### src/rtl/fpalu_pkg.sv
// Shared types and constants for the fpalu3 add/subtract path.
package fpalu_pkg;
    localparam int EXP_W    = 8;
    localparam int MAN_W    = 23;
    localparam int EXP_BIAS = 127;

    localparam logic [31:0]      QNAN    = 32'h7FC00000;
    localparam logic [EXP_W-1:0] EXP_MAX = 8'd255;

    typedef enum logic [2:0] {
        IDLE  = 3'd0,
        ALIGN = 3'd1,
        ADD   = 3'd2,
        NORM  = 3'd3,
        DONE  = 3'd4
    } state_t;

    typedef struct packed {
        logic             sign;
        logic [EXP_W-1:0] exp;
        logic [MAN_W:0]   mant;
    } fp_op_t;
endpackage

### src/rtl/fpalu_unpack.sv
// Splits an IEEE-754 single into sign/exponent/24b mantissa; denormals flush to zero.
module fpalu_unpack
    import fpalu_pkg::*;
(
    input  logic [31:0] i_word,
    output fp_op_t      o_op,
    output logic        o_exc
);
    logic [EXP_W-1:0] w_exp;

    assign w_exp = i_word[30:23];
    assign o_exc = (w_exp == EXP_MAX);

    always_comb begin
        o_op.sign = i_word[31];
        o_op.exp  = w_exp;
        o_op.mant = (w_exp == '0) ? '0 : {1'b1, i_word[MAN_W-1:0]};
    end
endmodule

### src/rtl/fpadd_seq_ctrl.sv
// Multi-cycle FP add/sub sequencer: one-bit-per-cycle align and normalize, truncating.
module fpadd_seq_ctrl
    import fpalu_pkg::*;
#(
    parameter int MAX_ALIGN = MAN_W + 1
) (
    input  logic        clk,
    input  logic        rst_n,
    input  logic        in_valid,
    output logic        in_ready,
    input  logic [31:0] a,
    input  logic [31:0] b,
    input  logic        sub,
    output logic        out_valid,
    input  logic        out_ready,
    output logic [31:0] result,
    output logic        exc,
    output logic        busy
);
    localparam int MW    = MAN_W + 1;
    localparam int CNT_W = $clog2(MAX_ALIGN + 1);

    fp_op_t w_ua, w_ub;
    logic   w_exc_a, w_exc_b;

    fpalu_unpack u_unpack_a (.i_word(a), .o_op(w_ua), .o_exc(w_exc_a));
    fpalu_unpack u_unpack_b (.i_word(b), .o_op(w_ub), .o_exc(w_exc_b));

    state_t           r_state;
    logic             r_sa, r_sb, r_sr, r_exc;
    logic [EXP_W-1:0] r_ea, r_eb, r_er;
    logic [MW-1:0]    r_ma, r_mb;
    logic [MW:0]      r_mr;
    logic [CNT_W-1:0] r_cnt;
    logic [31:0]      r_result;

    logic [MW:0]      w_sum, w_dab, w_dba;
    logic [EXP_W-1:0] w_er_inc;
    logic             w_cap;

    assign w_sum    = {1'b0, r_ma} + {1'b0, r_mb};
    assign w_dab    = {1'b0, r_ma} - {1'b0, r_mb};
    assign w_dba    = {1'b0, r_mb} - {1'b0, r_ma};
    assign w_er_inc = r_er + 1'b1;
    // Cap fires on the step that would bring the counter to MAX_ALIGN.
    assign w_cap    = (r_cnt == CNT_W'(MAX_ALIGN - 1));

    always_ff @(posedge clk or negedge rst_n) begin
        if (!rst_n) begin
            r_state  <= IDLE;
            r_sa     <= 1'b0;
            r_sb     <= 1'b0;
            r_sr     <= 1'b0;
            r_exc    <= 1'b0;
            r_ea     <= '0;
            r_eb     <= '0;
            r_er     <= '0;
            r_ma     <= '0;
            r_mb     <= '0;
            r_mr     <= '0;
            r_cnt    <= '0;
            r_result <= '0;
        end else begin
            case (r_state)
                IDLE: if (in_valid) begin
                    r_sa  <= w_ua.sign;
                    r_sb  <= w_ub.sign ^ sub;
                    r_ea  <= w_ua.exp;
                    r_eb  <= w_ub.exp;
                    r_ma  <= w_ua.mant;
                    r_mb  <= w_ub.mant;
                    r_cnt <= '0;
                    r_exc <= 1'b0;
                    if (w_exc_a || w_exc_b) begin
                        r_exc    <= 1'b1;
                        r_result <= QNAN;
                        r_state  <= DONE;
                    end else begin
                        r_state  <= ALIGN;
                    end
                end
                ALIGN: begin
                    if (r_ea == r_eb) begin
                        r_state <= ADD;
                    end else if (r_ea < r_eb) begin
                        if (w_cap) begin
                            r_ma    <= '0;
                            r_ea    <= r_eb;
                            r_state <= ADD;
                        end else begin
                            r_ma <= r_ma >> 1;
                            r_ea <= r_ea + 1'b1;
                        end
                        r_cnt <= r_cnt + 1'b1;
                    end else begin
                        if (w_cap) begin
                            r_mb    <= '0;
                            r_eb    <= r_ea;
                            r_state <= ADD;
                        end else begin
                            r_mb <= r_mb >> 1;
                            r_eb <= r_eb + 1'b1;
                        end
                        r_cnt <= r_cnt + 1'b1;
                    end
                end
                ADD: begin
                    r_er    <= r_ea;
                    r_state <= NORM;
                    if (r_sa == r_sb) begin
                        r_mr <= w_sum;
                        r_sr <= r_sa;
                    end else if (r_ma > r_mb) begin
                        r_mr <= w_dab;
                        r_sr <= r_sa;
                    end else if (r_mb > r_ma) begin
                        r_mr <= w_dba;
                        r_sr <= r_sb;
                    end else begin
                        r_mr <= '0;
                        r_sr <= 1'b0;
                    end
                end
                NORM: begin
                    if (r_mr == '0) begin
                        r_result <= '0;
                        r_state  <= DONE;
                    end else if (r_mr[MW]) begin
                        r_mr <= r_mr >> 1;
                        r_er <= w_er_inc;
                        if (w_er_inc == EXP_MAX) begin
                            r_result <= {r_sr, EXP_MAX, {MAN_W{1'b0}}};
                            r_state  <= DONE;
                        end
                    end else if (!r_mr[MAN_W]) begin
                        // One more left shift would take the exponent to 0: flush.
                        if (r_er == EXP_W'(1)) begin
                            r_result <= {r_sr, 31'b0};
                            r_state  <= DONE;
                        end else begin
                            r_mr <= r_mr << 1;
                            r_er <= r_er - 1'b1;
                        end
                    end else begin
                        r_result <= {r_sr, r_er, r_mr[MAN_W-1:0]};
                        r_state  <= DONE;
                    end
                end
                DONE: if (out_ready) r_state <= IDLE;
                default: r_state <= IDLE;
            endcase
        end
    end

    assign in_ready  = (r_state == IDLE);
    assign busy      = (r_state != IDLE);
    assign out_valid = (r_state == DONE);
    assign result    = r_result;
    assign exc       = r_exc;
endmodule

### config.mk
export PLATFORM = sky130hd
export DESIGN_NAME = fpadd_seq_ctrl
export DESIGN_NICKNAME = d
export VERILOG_FILES = /design/src/rtl/fpalu_pkg.sv /design/src/rtl/fpalu_unpack.sv /design/src/rtl/fpadd_seq_ctrl.sv
export SDC_FILE = /design/constraint.sdc
export NUM_CORES = 1
export LEC_CHECK = 0
export CAP_MARGIN = 40
export CORE_ASPECT_RATIO = 0.6
export CORE_MARGIN = 2
export CORE_UTILIZATION = 50
export CTS_BUF_LIST = sky130_fd_sc_hd__clkbuf_4 sky130_fd_sc_hd__clkbuf_8
export CTS_CLUSTER_DIAMETER = 60
export DETAILED_ROUTE_END_ITERATION = 12
export PLACE_DENSITY = 0.77
export SETUP_SLACK_MARGIN = 0.05
export SLEW_MARGIN = 20
export SYNTH_ARGS = -nofsm -noshare
export SYNTH_HDL_FRONTEND = slang
export SYNTH_SLANG_ARGS = --single-unit
### constraint.sdc
create_clock -name clk -period 4.1 [get_ports clk]
set_input_delay 1.025 -clock clk [delete_from_list [all_inputs] [get_ports clk]]
set_output_delay 1.025 -clock clk [all_outputs]
set_load 0.03 [all_outputs]
==> results.toml <==
[die]
die_h_um = 122
rows = 43
pin_count = 105
fp.dieW_um = 201
initial_utilization = 0.506
die_area_um2 = 24500
core_um2 = 22900

[cells_and_area]
diodes = 0
syn_to_final_growth_pct = 17.2
drive_above_1_share = 0.0801
nFillCells = 2113
fin_nets = 1695

[sta]
timing.final.crit_period_ps = 3910
fin_skew_ps = 21.4
slew_headroom = 0.420
maxSlewViolCount = 0
rsz0062_at_grt = "no"
tightest_slew_ps = 869
hold_viol_final = 0
setup_viol = 0
min_period_over_period = 0.954
fin_setup_tns_ps = 0
max_freq_mhz = 256

[placed_design]
portBuffers = 104
dp_hpwl_mm = 33.2
gp_congestion = 1.05

[clocking]
cts_tree = "built"
clk_path_buf_depth = 2
cts_buffers = 17
clkLatencyLatePin_ps = 500
cts_sinks = 141
cts_max_level = 4
cts_hold_buf = 0
clk_pin_slew_ps = 90
cts_setup_buffers = 0
ctsRootBufferMaster = "clkbuf_8"

[worst_setup_path]
worstReg2RegEnd = "r_mr[10]$_DFFE_PN0P_"
reg2reg_from = "r_ma[12]$_DFFE_PN0P_"
endpoint_kind = "flop"
worst-path-max-fanout = 13
r2r_cells = 13
arrival_ps = 4330
worst_ep_required_time_ps = 4520
critPathLaunchType = "flop"
worstSetupPathType = "flop to flop"
rrSetupSlack_ps = 190

[synthesis]
netlist_area_um2 = 11600
synth_top_area_frac = 0.304
synth.avg_cell_area_um2 = 7.98
synthTopCellsByCount = "204 x a21oi_1, 141 x dfrtp_1, 125 x nor2_1"
seq_area_frac_synth = 0.304
synth_top_area_cell = "dfrtp_1"
yosys_warnings = 0
synthCells = 1454
ys_types = 85
async_flop_share = 1.00
synth_edf_count = 0
synthMostInstantiatedCell = "a21oi_1"
synth-seq-cells = 141
yosys_most_used_dff = "dfrtp_1"
synth.area.top_cells = "dfrtp_1 30%, ha_1 9.4%, a21oi_1 8.8%, nor2_1 4.0%, o21ai_0 4.0%"
synth_nets = 1613

[route]
routedWlPerCell_um = 23.3
drt_iter0_drc = 1733
totalWireLength_mm = 43.4
drc = 0
final_antenna_net_count = 0
viasPerCell = 6.57
vias = 12200
firstDrtPassIters = 6

[global_routing]
grt_usage = 0.353
grt_max_degree = 78
antenna_found_initial = 2
grt_overflow_total = 0
grt_pass1_wl_mm = 66.1
grt_pass1_vias = 10800

[min_path]
hold_start = "result[31]$_DFFE_PN0P_"
hold_path_depth = 2
min_path_type = "flop to flop"
hold-path-endpoint = "result[31]$_DFFE_PN0P_"

[run]
drv_cap = 0

[outcome]
status = "completed"
==> routing by layer <==
layer  vias to the layer above  global-route usage  part of all wire
li1                       5520                   -                 -
met1                      5875               0.562              0.48
met2                       778               0.436              0.36
met3                        63               0.136              0.15
met4                         2              0.0569             0.011
met5                         -                   0           0.00041
==> layout make-up <==
type                            count  area, um^2  area share
Clock buffer                       22         303      0.0223
Clock inverter                      9         133     0.00975
Inverter                           89         334      0.0246
Multi-Input combinational cell   1122        7370       0.542
Sequential cell                   141        3530       0.260
Tap cell                          315         394      0.0290
Timing Repair Buffer              165        1530       0.113
==> worst max path at each step <==
stage	startpoint	end	slack, ps
2_1_floorplan	r_ma[1]$_DFFE_PN0P_	r_mr[10]$_DFFE_PN0P_	1230
3_3_place_gp	r_ma[12]$_DFFE_PN0P_	r_mr[10]$_DFFE_PN0P_	360
3_5_place_dp	r_ma[8]$_DFFE_PN0P_	r_mr[11]$_DFFE_PN0P_	340
4_1_cts	r_ma[8]$_DFFE_PN0P_	r_mr[11]$_DFFE_PN0P_	280
5_1_grt	r_ma[11]$_DFFE_PN0P_	r_mr[11]$_DFFE_PN0P_	60
6_report	r_ma[12]$_DFFE_PN0P_	r_mr[10]$_DFFE_PN0P_	190
==> critical path, stage by stage, from the launching register on <==
cell and delay [ps]:
dfrtp_1 450, inv_1 70, ha_1 660, a21oi_1 200, o21a_1 180, o221a_1 280
o31a_1 300, a21oi_1 530, buf_4 320, buf_4 240, a31oi_1 110, o21a_1 130
a31o_1 220, a21oi_1 150
==> sequential cells by signal (all words and copies together), names as in the netlist, 3 cells and up <==
register  flops
r_ea          8
r_cnt         5
r_mb         24
r_ma         24
r_mr         25
r_eb          8
r_state       3
r_er          8
result       32
==> layout by cell type (no fill, tap or decap), types with 22 or more instances in the layout <==
| cell | synthesis | routed |
|---|---|---|
| a22o_1 | 24 | 24 |
| xnor2_1 | 24 | 23 |
| a21oi_1 | 204 | 201 |
| a221oi_1 | 36 | 36 |
| nor2_1 | 125 | 123 |
| nand2_1 | 112 | 112 |
| ha_1 | 87 | 85 |
| buf_4 | 2 | 56 |
| o21ai_0 | 92 | 92 |
| dfrtp_1 | 141 | 140 |
| nand3_1 | 33 | 33 |
| clkdlybuf4s50_1 | 0 | 103 |
| inv_1 | 89 | 89 |
| a211oi_1 | 27 | 27 |
| a22oi_1 | 34 | 34 |
| clkbuf_8 | 0 | 22 |
==> cell families after synthesis <==
kind of cell             share of synthesized area
adder cells (fa/ha/maj)                     0.0990
AO/OA/AOI/OAI                                0.323
buffers and inverters                       0.0657
AND/OR/NAND/NOR                              0.169
flip-flops                                   0.304
multiplexers                               0.00550
XOR/XNOR                                    0.0340
==> through the flow <==
step | hold WS, ps | cell area [um^2] | instances | setup WS, ps | util
after floorplan | 450 | 11600 | 1454 | 1230 | -
after global placement | 461 | 13100 | 1827 | 365 | 0.572
after detailed placement | 470 | 13100 | 1830 | 343 | 0.573
after CTS | 488 | 13600 | 1861 | 282 | 0.592
after global routing | 520 | 13600 | 1863 | 62.0 | 0.593
final | 479 | 13600 | 1863 | 191 | 0.593
==> timing repair <==
item                                    4_1_cts  5_1_grt
gates resized for setup                       0        2
endpoints found under the hold margin         0        0
endpoints found under the setup margin        0        3
Power is not shown: default switching activity piles up to over one toggle a cycle in this logic, so the estimate is an artifact.
